[src/rtl/wb_pkg.sv]
// Shared state encoding and bus constants for the button-driven Wishbone initiator.
package wb_pkg;

   localparam int unsigned WB_DW = 32;

`ifdef FORMAL
   localparam int unsigned DEB_DEFAULT = 4;
`else
   localparam int unsigned DEB_DEFAULT = 50_000;
`endif

   typedef enum logic [2:0] {
      StIdle     = 3'd0,
      StWrReq    = 3'd1,
      StWrWait   = 3'd2,
      StPollReq  = 3'd3,
      StPollWait = 3'd4
   } wb_state_e;

endpackage

[src/rtl/btn_debounce.sv]
// Two-flop synchroniser, counter debouncer and one-cycle rising-edge pulse for a raw button.
module btn_debounce #(
   parameter int unsigned DEBOUNCE_CYCLES = 4
) (
   input  logic i_clk,
   input  logic i_reset_n,
   input  logic i_btn,
   output logic o_level,
   output logic o_press
);

   localparam int unsigned CW = $clog2(DEBOUNCE_CYCLES + 1);
   localparam logic [CW-1:0] CNT_LAST = CW'(DEBOUNCE_CYCLES - 1);

   logic [1:0]    sync_q;
   logic          stable_q, stable_d;
   logic          press_q, press_d;
   logic [CW-1:0] cnt_q, cnt_d;

   always_ff @(posedge i_clk) begin
      if (!i_reset_n) begin
         sync_q   <= 2'b00;
         stable_q <= 1'b0;
         press_q  <= 1'b0;
         cnt_q    <= '0;
      end else begin
         sync_q   <= {sync_q[0], i_btn};
         stable_q <= stable_d;
         press_q  <= press_d;
         cnt_q    <= cnt_d;
      end
   end

   // Counter tracks consecutive cycles the synchronised level differs from the accepted one.
   always_comb begin
      stable_d = stable_q;
      press_d  = 1'b0;
      cnt_d    = cnt_q;
      if (sync_q[1] == stable_q) begin
         cnt_d = '0;
      end else if (cnt_q == CNT_LAST) begin
         stable_d = sync_q[1];
         press_d  = sync_q[1];
         cnt_d    = '0;
      end else begin
         cnt_d = cnt_q + CW'(1);
      end
   end

   assign o_level = stable_q;
   assign o_press = press_q;

endmodule

[src/rtl/wb_btn_master.sv]
// Wishbone pipelined initiator issuing one single-beat write per debounced button press.
// Build option: define STATUS_POLL_EN to poll WR_ADDR after each write until it reads zero.
module wb_btn_master
   import wb_pkg::*;
#(
   parameter int unsigned      DEBOUNCE_CYCLES = DEB_DEFAULT,
   parameter int unsigned      ACK_TIMEOUT     = 1023,
   parameter int unsigned      AW              = 1,
   parameter logic [AW-1:0]    WR_ADDR         = '0,
   parameter logic [WB_DW-1:0] WR_DATA         = 32'h0
) (
   input  logic             i_clk,
   input  logic             i_reset_n,
   input  logic             i_btn,
   output logic             o_wb_cyc,
   output logic             o_wb_stb,
   output logic             o_wb_we,
   output logic [AW-1:0]    o_wb_addr,
   output logic [WB_DW-1:0] o_wb_data,
   input  logic             i_wb_stall,
   input  logic             i_wb_ack,
   input  logic [WB_DW-1:0] i_wb_data,
   output logic             o_busy,
   output logic             o_err,
   output logic [WB_DW-1:0] o_status
);

   localparam int unsigned   TW       = $clog2(ACK_TIMEOUT + 1);
   localparam logic [TW-1:0] TMO_LAST = TW'(ACK_TIMEOUT - 1);

   wb_state_e     state_q, state_d;
   logic          err_q, err_d;
   logic [TW-1:0] tmo_q, tmo_d;
   logic          press;
   logic          unused_level;
   logic          cyc, stb, we;
   logic          beat_done;

`ifdef STATUS_POLL_EN
   logic             gap_q, gap_d;
   logic [WB_DW-1:0] status_q, status_d;
`else
   logic unused_rdata;
   assign unused_rdata = ^i_wb_data;
`endif

   btn_debounce #(
      .DEBOUNCE_CYCLES(DEBOUNCE_CYCLES)
   ) u_debounce (
      .i_clk    (i_clk),
      .i_reset_n(i_reset_n),
      .i_btn    (i_btn),
      .o_level  (unused_level),
      .o_press  (press)
   );

   always_ff @(posedge i_clk) begin
      if (!i_reset_n) begin
         state_q  <= StIdle;
         err_q    <= 1'b0;
         tmo_q    <= '0;
`ifdef STATUS_POLL_EN
         gap_q    <= 1'b0;
         status_q <= '0;
`endif
      end else begin
         state_q  <= state_d;
         err_q    <= err_d;
         tmo_q    <= tmo_d;
`ifdef STATUS_POLL_EN
         gap_q    <= gap_d;
         status_q <= status_d;
`endif
      end
   end

   // Bus signals decode straight from state so a synchronous reset drops them on the same edge.
   always_comb begin
      cyc = (state_q != StIdle);
      stb = (state_q == StWrReq) || (state_q == StPollReq);
      we  = (state_q == StWrReq) || (state_q == StWrWait);
`ifdef STATUS_POLL_EN
      if (gap_q) begin
         cyc = 1'b0;
         stb = 1'b0;
      end
`endif
   end

   always_comb begin
      state_d   = state_q;
      err_d     = err_q;
      tmo_d     = '0;
      beat_done = 1'b0;
`ifdef STATUS_POLL_EN
      gap_d     = 1'b0;
      status_d  = status_q;
`endif
      case (state_q)
         StIdle: begin
            if (press) begin
               state_d = StWrReq;
               err_d   = 1'b0;
            end
         end
         StWrReq: begin
            if (!i_wb_stall) begin
               if (i_wb_ack) beat_done = 1'b1;
               else          state_d   = StWrWait;
            end
         end
         StWrWait: begin
            if (i_wb_ack) beat_done = 1'b1;
         end
`ifdef STATUS_POLL_EN
         StPollReq: begin
            if (!gap_q && !i_wb_stall) begin
               if (i_wb_ack) beat_done = 1'b1;
               else          state_d   = StPollWait;
            end
         end
         StPollWait: begin
            if (i_wb_ack) beat_done = 1'b1;
         end
`endif
         default: state_d = StIdle;
      endcase

      if (beat_done) begin
`ifdef STATUS_POLL_EN
         // Every completed write, and every non-zero read, is followed by one idle gap and a read.
         if (!we) status_d = i_wb_data;
         if (we || (i_wb_data != '0)) begin
            state_d = StPollReq;
            gap_d   = 1'b1;
         end else begin
            state_d = StIdle;
         end
`else
         state_d = StIdle;
`endif
      end else if (cyc && (tmo_q == TMO_LAST)) begin
         state_d = StIdle;
         err_d   = 1'b1;
      end

      if (cyc && !beat_done && (state_d != StIdle) && (tmo_q != TMO_LAST)) begin
         tmo_d = tmo_q + TW'(1);
      end
   end

   assign o_wb_cyc  = cyc;
   assign o_wb_stb  = stb;
   assign o_wb_we   = we;
   assign o_wb_addr = cyc ? WR_ADDR : '0;
   assign o_wb_data = we ? WR_DATA : '0;
   assign o_busy    = (state_q != StIdle);
   assign o_err     = err_q;
`ifdef STATUS_POLL_EN
   assign o_status  = status_q;
`else
   assign o_status  = '0;
`endif

endmodule

[config.mk]
export PLATFORM = sky130hd
export DESIGN_NAME = wb_btn_master
export DESIGN_NICKNAME = d
export VERILOG_FILES = /design/src/rtl/wb_pkg.sv /design/src/rtl/btn_debounce.sv /design/src/rtl/wb_btn_master.sv
export SDC_FILE = /design/constraint.sdc
export NUM_CORES = 1
export LEC_CHECK = 0
export BUFFER_PORTS_ARGS = -buffer_cell sky130_fd_sc_hd__buf_2
export CAP_MARGIN = 20
export CELL_PAD_IN_SITES_DETAIL_PLACEMENT = 1
export CELL_PAD_IN_SITES_GLOBAL_PLACEMENT = 1
export CORE_ASPECT_RATIO = 0.75
export CORE_UTILIZATION = 35
export CTS_BUF_LIST = sky130_fd_sc_hd__clkbuf_2 sky130_fd_sc_hd__clkbuf_4 sky130_fd_sc_hd__clkbuf_8
export CTS_CLUSTER_SIZE = 14
export DETAILED_ROUTE_END_ITERATION = 7
export GPL_TIMING_DRIVEN = 0
export PLACE_DENSITY = 0.84
export SYNTH_ARGS = -nofsm -noshare
export SYNTH_HDL_FRONTEND = slang
export SYNTH_SLANG_ARGS = --single-unit
[constraint.sdc]
create_clock -name i_clk -period 5.55 [get_ports i_clk]
set_input_delay 0.2775 -clock i_clk [delete_from_list [all_inputs] [get_ports i_clk]]
set_output_delay 0.2775 -clock i_clk [all_outputs]
set_load 0.005 [all_outputs]
Word-level counts from Yosys, hierarchy flattened. Index checks and enable logic that the tools add are counted.

$add $sub $neg: 2. Multipliers: 0. Divide/modulo/power cells: 0. Order comparisons: 0. Eq/ne operators: 7. Shifts and indexed selects: 0. Multiplexer cells: 13. Bitwise logic cells: 3. Reductions and logical operators: 14.

Operators with widths (number): $add A16 B1 Y16 const B (1); $eq A16 B16 Y1 const B (1); $mux W3 (5); $add A10 B1 Y10 const B (1); $eq A10 B10 Y1 const B (1); $ne A10 B10 Y1 const B (1); $pmux W3 S3 (1); $eq A3 B2 Y1 const B (2); $mux W1 (6); $reduce_bool A3 Y1 (2); $reduce_or A3 Y1 (2); $logic_and A1 B1 Y1 (4); $reduce_and A2 Y1 (2); $eq A3 B1 Y1 const B (1); $logic_not A3 Y1 (1); $not A1 Y1 (3); $logic_or A1 B1 Y1 (2); $pmux W1 S2 (1); $eq A1 B1 Y1 (1); $logic_not A1 Y1 (1).

Bits in registers: 34. Latch bits: 0. Bits in writable memories: 0. Memory bits (read-only): 0. Input port bits: 37. Output and inout bits: 70. Memories: 0.

Depth between registers and ports, before layout.
Depth in word-level cells: 9. Mapped depth: 7. Depth with buffers taken out: 6.

Modules after synthesis. Synthesis repeated with hierarchy kept, for this count alone.

Cell total of the unflattened synthesis: 232. Area total of the unflattened synthesis: 1991.9 um2.

By module, submodules not included: wb_btn_master (times used 1, cells an instance 142, area an instance 1159.9 um2, seq. area each 280.3 um2); btn_debounce (times used 1, cells an instance 90, area an instance 832.0 um2, seq. area each 400.4 um2).

Worst setup path after synthesis. No wires, ideal clock.

Path kind: register -> register. Start point: reg u_debounce.cnt_q[5]. End point: reg u_debounce.cnt_q[10]. Library setup time: 0.115 ns. Arrival time: 1.659 ns. Required time: 5.435 ns. Path slack: 3.776 ns. Stages on the path, launching flop included: 6. Path buffers: 1. Clock period less this slack: 1.774 ns. Path through: dfxtp_1 > or4_1 > or4_4 > nand3_4 > buf_12 > nor2_2.

Cells in the longest elaborated chain, start to end: 2.

RTL lines: start, declared (RTL line btn_debounce.sv:18) `logic [CW-1:0] cnt_q, cnt_d;`; start signal, assigned (RTL line btn_debounce.sv:30) `cnt_q <= cnt_d;`; branches (longest 2 deep; another with $add A16 B1 Y16).

Several ways; the timed one is not identified. A chain may end at the register's enable or synchronous reset.

Worst setup path in the final report.
Start point: reg u_debounce.cnt_q[0]. End point: reg u_debounce.cnt_q[9].

The elaborated chain is that of the path after synthesis.

==> report_table.html <==
<table>
<tr><th>Metric</th><th>Value</th></tr>
<tr><th colspan="2">Drt</th></tr>
<tr><td>Initial drt markers</td><td>47</td></tr>
<tr><td>Routed length per instance</td><td>9.22 µm</td></tr>
<tr><td>Drc violations</td><td>0</td></tr>
<tr><td>Number of iterations in the first detailed-routing pass</td><td>4</td></tr>
<tr><td>Post-detailed-routing wire length</td><td>3.59 mm</td></tr>
<tr><td>Total vias in the final route</td><td>1535</td></tr>
<tr><td>Post-route ant nets</td><td>0</td></tr>
<tr><td>Via density</td><td>3.94</td></tr>
<tr><th colspan="2">Clocking</th></tr>
<tr><td>Worst skew pair latency</td><td>approximately 280 ps</td></tr>
<tr><td>CTS tree</td><td>yes</td></tr>
<tr><td>H-tree levels</td><td>2</td></tr>
<tr><td>Number of setup buffers added after CTS</td><td>0</td></tr>
<tr><td>Inserted Clock Buffers</td><td>5</td></tr>
<tr><td>Buffer depth of the longest clock path</td><td>2</td></tr>
<tr><td>Reg clk slew, reported paths</td><td>70 ps</td></tr>
<tr><td># hold bufs at CTS</td><td>0</td></tr>
<tr><td>Clock Tree Root</td><td>clkbuf_8</td></tr>
<tr><td>Count of instances resized after the clock tree is built</td><td>0</td></tr>
<tr><td>CTS sink cnt</td><td>34</td></tr>
<tr><th colspan="2">Global route</th></tr>
<tr><td>First-pass GRT wire length</td><td>5.71 mm</td></tr>
<tr><td>Aggregate global routing overflow</td><td>0</td></tr>
<tr><td>Via count of the first global-routing pass</td><td>between 1000 and 1500</td></tr>
<tr><td>GRT Resource Usage Total</td><td>0.124</td></tr>
<tr><td>Maximum number of pins on one net before global-route repair</td><td>11</td></tr>
<tr><td>Number of antenna violations at the first check in global routing</td><td>0</td></tr>
<tr><th colspan="2">Worst setup path</th></tr>
<tr><td>Register-to-register path setup slack</td><td>approximately 3600 ps</td></tr>
<tr><td>Crit path DAT</td><td>~2200 ps</td></tr>
<tr><td>Highest net fanout along the worst path</td><td>10</td></tr>
<tr><td>Required time reported for the critical path endpoint</td><td>5730 ps</td></tr>
<tr><td>Critical path capture point type</td><td>flip-flop</td></tr>
<tr><td>CP Launch Type</td><td>flip-flop</td></tr>
<tr><td>Crit path kind</td><td>reg2reg</td></tr>
<tr><th colspan="2">STA</th></tr>
<tr><td>Final sum of negative setup slack</td><td>0 ps</td></tr>
<tr><td>Count of endpoints failing hold in the final timing report</td><td>0</td></tr>
<tr><td>Smallest setup slack after layout</td><td>3580 ps</td></tr>
<tr><td>Clock Skews</td><td>about 9.4 ps</td></tr>
<tr><td>Final Setup Violations</td><td>0</td></tr>
<tr><td>Setup repair after global routing missed its margin</td><td>false</td></tr>
<tr><td>Clock period minus final worst setup slack</td><td>1970 ps</td></tr>
<tr><td>Crit share post-route</td><td>0.356</td></tr>
<tr><td>Fmax</td><td>506 MHz</td></tr>
<tr><td>Final Slew Violations</td><td>0</td></tr>
<tr><th colspan="2">Cells and area</th></tr>
<tr><td>Number of nets in the final layout</td><td>354</td></tr>
<tr><td>Antenna cell count</td><td>0</td></tr>
<tr><td>Area added between synthesis and finish</td><td>23.7%</td></tr>
<tr><td>Share of final-layout standard cells stronger than drive strength 1</td><td>0.308</td></tr>
<tr><td>Fraction of the core area covered by cells at the end of the flow</td><td>0.458</td></tr>
<tr><th colspan="2">Synthesis</th></tr>
<tr><td>Post-Synthesis Cell Area</td><td>2010 µm²</td></tr>
<tr><td>Synthesized flop and latch total</td><td>34</td></tr>
<tr><td>Synth cell types</td><td>34</td></tr>
<tr><td>Most frequently used flop master after synthesis</td><td>dfxtp_1</td></tr>
<tr><td>Post-synth EDFFs</td><td>0</td></tr>
<tr><td>Mean cell area of the mapped netlist</td><td>a little under 9 µm²</td></tr>
<tr><td>Portion of the post-synthesis area used by sequential elements</td><td>0.338</td></tr>
<tr><td>Synth async-reset ratio</td><td>0</td></tr>
<tr><td>Post-synthesis instance total</td><td>233</td></tr>
<tr><td>Number of synthesis warnings</td><td>0</td></tr>
<tr><th colspan="2">Worst hold path</th></tr>
<tr><td>Hold crit path type</td><td>in2reg</td></tr>
<tr><th colspan="2">Floorplan</th></tr>
<tr><td>Total die area</td><td>6060 µm²</td></tr>
<tr><td>Std-Cell Core Area</td><td>5440 µm²</td></tr>
<tr><td>Row Count</td><td>23</td></tr>
<tr><td>Vert. Die Dim</td><td>around 68 µm</td></tr>
<tr><td>Top-Level Pins</td><td>~110</td></tr>
<tr><td>Effective utilization at floorplan</td><td>0.370</td></tr>
<tr><td>DIE WIDTH</td><td>89.6 µm</td></tr>
<tr><th colspan="2">Power</th></tr>
<tr><td>Overall power of the completed layout</td><td>0.493 mW</td></tr>
<tr><td>Worst vdd ir</td><td>0.0955 mV</td></tr>
<tr><td>Power per standard cell area</td><td>198 nW/µm²</td></tr>
<tr><td>Pleak</td><td>1.13 nW</td></tr>
<tr><th colspan="2">Placement</th></tr>
<tr><td>Post-DP HPWL</td><td>2.87 mm</td></tr>
<tr><td>Global placement routability congestion</td><td>0.861</td></tr>
<tr><td>Setup slack at placement</td><td>approximately 3600 ps</td></tr>
<tr><td>Number of buffers added on ports</td><td>9</td></tr>
<tr><th colspan="2">Flow run</th></tr>
<tr><td>Max-cap violation count</td><td>0</td></tr>
<tr><th colspan="2">Status</th></tr>
<tr><td>Outcome</td><td>finished clean</td></tr>
</table>
-- sequential cells by signal (all words and copies together) (netlist names) --
name and count:
state_q 3, u_debounce.cnt_q 16, tmo_q 10, u_debounce.o_level 1
o_err 1, u_debounce.sync_q 2, u_debounce.o_press 1
-- cell usage in the layout, fill, tap and decap left out, types with 4 or more instances in the layout --
cell,netlist,layout
dfxtp_1,34,34
nand3_1,10,10
nand4_1,4,4
nor3_1,10,10
buf_2,0,9
nor4_1,6,6
inv_1,7,7
conb_1,1,66
xor2_1,7,7
xnor2_1,17,17
nor2_1,20,20
nand2_1,9,9
clkbuf_8,0,6
nor2_2,10,10
buf_4,66,66
-- cells in the mapped netlist (all sizes together), types with 2 or more instances --
cell type  count  area, µm²
ha             3       37.5
nor3          10       50.1
xor2           7       61.3
nand2b         2       12.5
nand4          4       25.0
dfxtp         34        681
a21oi          3       15.0
buf           67        516
nand3         11       67.6
and2           2       12.5
inv            7       26.3
or4            3       26.3
nand2          9       33.8
nor2          30        138
nor4           6       37.5
xnor2         17        149
and3           3       18.8
clkbuf         3       11.3
-- worst max-delay path: stages, from the launching register on --
cell,delay (ps)
dfxtp_1,400
ha_1,200
nand3_1,260
or4_4,660
nand3_4,150
buf_12,150
nor2_2,40
-- where the power goes --
group,leakage (nW),switching [mW],internal [mW]
Sequential,0.275,0.00116,0.245
Clock,0.0517,0.0864,0.105
Combinational,0.808,0.0220,0.0329
-- area by class of cell --
cell class                 count  area [µm²]
clock inverter                 1        5.00
timing repair buffer           9        45.0
tap                           75        93.8
buffer                        70         527
clock buffer                   7        90.1
inverter                       7        26.3
multi-input combinational    187        1020
fill                         697        2950
sequential                    34         681
-- per-layer routing --
| layer | share of wire | global-route usage | up-vias |
|---|---|---|---|
| met5 | 0 | 0 | - |
| met4 | 0.0070 | 0.0417 | 0 |
| met3 | 0.060 | 0.0330 | 2 |
| met2 | 0.47 | 0.221 | 53 |
| met1 | 0.46 | 0.143 | 682 |
| li1 | - | - | 798 |
-- metrics by stage --
step	hold slack (ps)	area, µm²	std cells
final	214	2490	390
after global routing	219	2490	390
after CTS	210	2490	390
after detailed placement	428	2400	382
after global placement	415	2400	382
after floorplan	356	2260	298
-- path summary, 6_finish.rpt --
check | start | endpoint | depth (start not counted)
max | u_debounce.cnt_q[0] | u_debounce.cnt_q[9] | 6
min | i_btn | u_debounce.sync_q[0] | 2
max reg2reg | u_debounce.cnt_q[0] | u_debounce.cnt_q[9] | 6
min reg2reg | u_debounce.sync_q[0] | u_debounce.sync_q[1] | 1
-- logic make-up (layout without fill, tap and decap cells) --
group	count (synthesis)	count (layout)	synth area share
AOI/OAI and AO/OA	8	8	0.0280
adders and majority gates	3	3	0.0186
other	1	66	0.00186
and+or+nand+nor	85	85	0.229
DFF	34	34	0.338
buffers and inverters	77	94	0.275
muxes	1	1	0.00497
xor gates and xnor gates	24	24	0.104
(Power assumes the default switching activity.)
